## config.mk

```make
export PLATFORM = sky130hd
export DESIGN_NAME = johnson_phase_decoder
export DESIGN_NICKNAME = d
export VERILOG_FILES = /design/src/rtl/johnson_phase_decoder.sv
export SDC_FILE = /design/constraint.sdc
export NUM_CORES = 1
export LEC_CHECK = 0
export CORE_MARGIN = 10
export CORE_UTILIZATION = 50
export CTS_BUF_LIST = sky130_fd_sc_hd__clkbuf_4 sky130_fd_sc_hd__clkbuf_8
export DETAILED_ROUTE_END_ITERATION = 7
export HOLD_SLACK_MARGIN = 0.08
export PLACE_DENSITY = 0.89
export SKIP_CTS_REPAIR_TIMING = 1
export SLEW_MARGIN = 10
export SYNTH_ARGS = -nofsm -noshare
export SYNTH_HDL_FRONTEND = slang
export SYNTH_SLANG_ARGS = --single-unit
```

## constraint.sdc

```tcl
create_clock -name clk -period 2.6 [get_ports clk]
set_clock_uncertainty 0.05 [all_clocks]
set_input_delay 0.52 -clock clk [delete_from_list [all_inputs] [get_ports clk]]
set_output_delay 0.52 -clock clk [all_outputs]
set_load 0.03 [all_outputs]
```

## src/rtl/johnson_phase_decoder.sv

```systemverilog
// Johnson-code phase decoder: turns each qualified twisted-ring sample into a phase index,
// checks that codes arrive in ring order, tracks lock and counts completed revolutions.
module johnson_phase_decoder #(
  parameter int unsigned N        = 4,
  parameter int unsigned LOCK_CNT = 3,
  parameter int unsigned CYC_W    = 8
) (
  input  logic                     clk,
  input  logic                     reset,
  input  logic [N-1:0]             jc_in,
  input  logic                     jc_valid,
  input  logic                     clear_err,
  output logic [$clog2(2*N)-1:0]   phase_idx,
  output logic [2*N-1:0]           phase_onehot,
  output logic                     phase_valid,
  output logic                     illegal,
  output logic                     seq_err,
  output logic                     locked,
  output logic [CYC_W-1:0]         cyc_cnt,
  output logic                     wrap_pulse
);

  localparam int unsigned STATES = 2 * N;
  localparam int unsigned PW     = $clog2(STATES);
  localparam int unsigned SW     = 4;

  typedef enum logic [1:0] {UNLOCKED, ACQUIRE, LOCKED} state_t;

  state_t            state_q, state_d;
  logic [SW-1:0]     steps_q, steps_d, steps_inc;
  logic [PW-1:0]     phase_d, succ;
  logic [STATES-1:0] onehot_d;
  logic              valid_d, illegal_d, seq_set, seq_err_d, locked_d, wrap_d;
  logic [CYC_W-1:0]  cyc_d;
  logic              dec_legal, is_succ, is_hold;
  logic [PW-1:0]     dec_phase;

  // Canonical code of phase k: top k ones for k<=N, otherwise low 2N-k ones.
  function automatic logic [N-1:0] johnson_code(input int unsigned k);
    logic [N-1:0] ones;
    ones = '1;
    if (k <= N) return ~(ones >> k);
    return ones >> (k - N);
  endfunction

  always_comb begin : decode
    dec_legal = 1'b0;
    dec_phase = '0;
    for (int unsigned k = 0; k < STATES; k++) begin
      if (jc_in == johnson_code(k)) begin
        dec_legal = 1'b1;
        dec_phase = PW'(k);
      end
    end
  end

  assign succ      = (phase_idx == PW'(STATES - 1)) ? '0 : phase_idx + PW'(1);
  assign is_succ   = (dec_phase == succ);
  assign is_hold   = (dec_phase == phase_idx);
  assign steps_inc = steps_q + SW'(1);

  // Next-state and registered-output values; only qualified samples move anything.
  always_comb begin : next_state
    state_d   = state_q;
    steps_d   = steps_q;
    phase_d   = phase_idx;
    valid_d   = phase_valid;
    cyc_d     = cyc_cnt;
    illegal_d = 1'b0;
    wrap_d    = 1'b0;
    seq_set   = 1'b0;
    if (jc_valid) begin
      if (!dec_legal) begin
        illegal_d = 1'b1;
        valid_d   = 1'b0;
        state_d   = UNLOCKED;
      end else begin
        valid_d = 1'b1;
        phase_d = dec_phase;
        case (state_q)
          UNLOCKED: begin
            steps_d = '0;
            state_d = ACQUIRE;
          end
          ACQUIRE: begin
            if (is_succ) begin
              steps_d = steps_inc;
              if (steps_inc == SW'(LOCK_CNT)) state_d = LOCKED;
            end else if (!is_hold) begin
              steps_d = '0;
            end
          end
          LOCKED: begin
            if (is_succ) begin
              if (phase_idx == PW'(STATES - 1)) begin
                cyc_d  = cyc_cnt + CYC_W'(1);
                wrap_d = 1'b1;
              end
            end else if (!is_hold) begin
              seq_set = 1'b1;
              state_d = UNLOCKED;
            end
          end
          default: state_d = UNLOCKED;
        endcase
      end
    end
    // A new sequence error wins over a simultaneous clear.
    seq_err_d = seq_set | (seq_err & ~clear_err);
    locked_d  = (state_d == LOCKED);
    onehot_d  = valid_d ? (STATES'(1) << phase_d) : '0;
  end

  always_ff @(posedge clk or posedge reset) begin : regs
    if (reset) begin
      state_q      <= UNLOCKED;
      steps_q      <= '0;
      phase_idx    <= '0;
      phase_onehot <= '0;
      phase_valid  <= 1'b0;
      illegal      <= 1'b0;
      seq_err      <= 1'b0;
      locked       <= 1'b0;
      cyc_cnt      <= '0;
      wrap_pulse   <= 1'b0;
    end else begin
      state_q      <= state_d;
      steps_q      <= steps_d;
      phase_idx    <= phase_d;
      phase_onehot <= onehot_d;
      phase_valid  <= valid_d;
      illegal      <= illegal_d;
      seq_err      <= seq_err_d;
      locked       <= locked_d;
      cyc_cnt      <= cyc_d;
      wrap_pulse   <= wrap_d;
    end
  end

endmodule

```

==> results.sh, run 1 <==
export IMPL_synthArstFlopShare=1.000
export IMPL_syn_nets=195
export IMPL_die_h_um=78.43
export IMPL_internal_power_w=0.0008448
export IMPL_synth_edf_count=0
export IMPL_clock_sinks=30
export IMPL_grt_pass1_vias=1596
export IMPL_coreArea_um2=3311
export IMPL_cts_tree="done"
export IMPL_drt_iter0_drc=76
export IMPL_utilization=0.6954
export IMPL_synth_top_area_share=0.4399
export IMPL_grt_pass1_wl_um=6941
export IMPL_switching_share=0.3223
export IMPL_cts_buffers=5
export IMPL_worst_pin_slew_ns=0.4589
export IMPL_crit_type="input port to flop"
export IMPL_finalNetCount=248
export IMPL_pre_cts_ws_ns=-0.08936
export IMPL_r2r_cells=9
export IMPL_setup_viol=0
export IMPL_syn2layout_area_growth_pct=34.90
export IMPL_fin_ws_ns=0.2631
export IMPL_io_pins=32
export IMPL_io_buffers=31
export IMPL_whs_path_depth=1
export IMPL_synth_area_leaders="dfrtp_1 44%, xnor2_1 4.6%, nor2_1 4.0%"
export IMPL_ir_worst_vdd_mv=0.5063
export IMPL_synth_seq_area_share=0.4399
export IMPL_initial_core_util=0.5155
export IMPL_grt_overflow_total=0
export IMPL_drt_wl_total_um=4103
export IMPL_hold_violations=0
export IMPL_grt_max_degree=31
export IMPL_p_leak_nw=1.020
export IMPL_final_cell_mix="31 x clkdlybuf4s50_1, 30 x dfrtp_1, 23 x buf_4"
export IMPL_post_dp_hpwl_um=3219
export IMPL_min_period_ns=2.337
export IMPL_drv_cap=0
export IMPL_clock_latency_ns=0.33
export IMPL_final_area_um2=2302
export IMPL_rows=21
export IMPL_maxSlewViolCount=0
export IMPL_syn_inst=182
export IMPL_mostFrequentLayoutCell="clkdlybuf4s50_1"
export IMPL_timing_final_crit_share=0.8988
export IMPL_cts_clk_slew_worst_paths_ns=0.09
export IMPL_drive_above_1_share=0.1568
export IMPL_worstSetupEndpointType="flop"
export IMPL_wire_per_inst_um=14.55
export IMPL_drc=0
export IMPL_seq_power_share=0.409
export IMPL_yosys_area_top_type="dfrtp_1"
export IMPL_antenna_found_initial=0
export IMPL_htreeDepth=2
export IMPL_critPathMaxFanout=9
export IMPL_syn_area_per_cell_um2=9.377
export IMPL_rsz0062_at_grt="no"
export IMPL_n_antenna_cell=0
export IMPL_hold_path_class="flop to flop"
export IMPL_ys_warn_count=0
export IMPL_grtUsageTotal=0.1374
export IMPL_routed_via_density=5.348
export IMPL_fillers=260
export IMPL_via_count=1508
export IMPL_ys_types=48
export IMPL_ant_nets=0
export IMPL_slew_headroom=0.6919
export IMPL_routabilityCongestion=0.8703
export IMPL_p_per_area_nw_per_um2=541.5
export IMPL_status="complete, no violations"
export IMPL_drt_pass1_iterations=4
export IMPL_placed_area_um2=2223
export IMPL_synth_ff_type="dfrtp_1"
export IMPL_cts_root_buffer="clkbuf_4"
export IMPL_pwr_share_comb=0.316
export IMPL_die_width_um=78.43
export IMPL_cts_buffer_depth=2
export IMPL_fmax_mhz=427.9
export IMPL_dieArea_um2=6150
export IMPL_clkPwrFrac=0.276
export IMPL_arrival_ns=2.51
export IMPL_synth_seq_cells=30
export IMPL_worstPathRequired_ns=2.77
export IMPL_netlist_area_um2=1707
export IMPL_critPathLaunchType="input port"
export IMPL_p_switching_w=0.0004018
export IMPL_power_w=0.001247
[path summary, 6_finish.rpt]
| kind | end | slack [ns] | startpoint |
|---|---|---|---|
| worst max-delay path | cyc_cnt[5]$_DFFE_PP0P_ | 0.26 | jc_in[1] |
| worst min-delay path | cyc_cnt[7]$_DFFE_PP0P_ | 0.44 | cyc_cnt[7]$_DFFE_PP0P_ |
| worst max register to register | cyc_cnt[5]$_DFFE_PP0P_ | 0.27 | phase_idx[0]$_DFF_PP0_ |
| worst min register to register | cyc_cnt[7]$_DFFE_PP0P_ | 0.44 | cyc_cnt[7]$_DFFE_PP0P_ |
| max in group asynchronous | state_q[1]$_DFF_PP0_ | 1.74 | reset |
| min in group asynchronous | steps_q[1]$_DFFE_PP0P_ | 0.50 | reset |
[flip-flops by register name, summed over array words and instances (netlist names)]
signal and cells:
phase_valid 1, cyc_cnt 8, seq_err 1, illegal 1
phase_idx 3, locked 1, phase_onehot 8, state_q 2
wrap_pulse 1, steps_q 4
[critical path, cell delays in order]
cell and delay (ns):
clkdlybuf4s50_1 0.51, nor2b_1 0.21, a2111oi_2 0.41, o21ai_1 0.18
a211oi_4 0.20, buf_4 0.18, nand4_1 0.13, xnor2_1 0.16
[metrics by stage]
stage,instances,hold WS [ns],TNS [ns]
floorplan,182,0.4415,0
global placement,274,0.4093,-0.02056
detailed placement,274,0.4334,-0.3477
CTS,282,0.4455,0
global route,282,0.4778,0
finish,282,0.4389,0
[synth_stat cells (4+ instances only)]
library cell / instances
inv_1: 10
o21ai_0: 6
nand2b_1: 6
xor2_1: 4
nor2_1: 18
xnor2_1: 9
nand2_1: 15
ha_1: 5
nand3_1: 7
dfrtp_1: 30
a21oi_1: 9
buf_2: 5
and2_1: 4
nor3_1: 4
[power by group through the flow]
stage | Clock (W) | Combinational, W | Sequential [W]
floorplan | 0 | 0.000193 | 0.000564
global placement | 0 | 0.000384 | 0.000516
detailed placement | 0 | 0.000391 | 0.000519
CTS | 0.000343 | 0.000394 | 0.000510
global route | 0.000361 | 0.000431 | 0.000514
finish | 0.000344 | 0.000393 | 0.000510
[cell families (layout without fill, tap and decap cells)]
kind of cell / Yosys count / after routing / share of synthesized area
and+or+nand+nor: 70 / 70 / 0.2112
AOI/OAI and AO/OA: 43 / 43 / 0.1855
DFF: 30 / 30 / 0.4399
buffers and inverters: 19 / 73 / 0.04766
xor gates and xnor gates: 13 / 13 / 0.06672
adders and majority gates: 5 / 5 / 0.03666
muxes: 2 / 2 / 0.01246
[per-layer routing]
layer | part of all wire | global-route usage
met1 | 0.40 | 0.1399
met2 | 0.53 | 0.2467
met3 | 0.044 | 0.03986
met4 | 0.031 | 0.07527
met5 | 0 | 0
[area by class of cell]
type                            instances  area, um2  area share
Multi-Input combinational cell        133      874.6      0.3799
Tap cell                               46      57.56     0.02500
Timing Repair Buffer                   55      503.0      0.2185
Clock buffer                            8      78.83     0.03424
Sequential cell                        30      750.7      0.3261
Inverter                               10      37.54     0.01630
No activity file was read; power rests on OpenSTA's default activity.
==> run 2: changes to the inputs <==
CTS_CLUSTER_SIZE = 40   (was not set)
==> results of run 2 <==
Same layout as run 1: the final DEF is identical, and so are final timing and power.
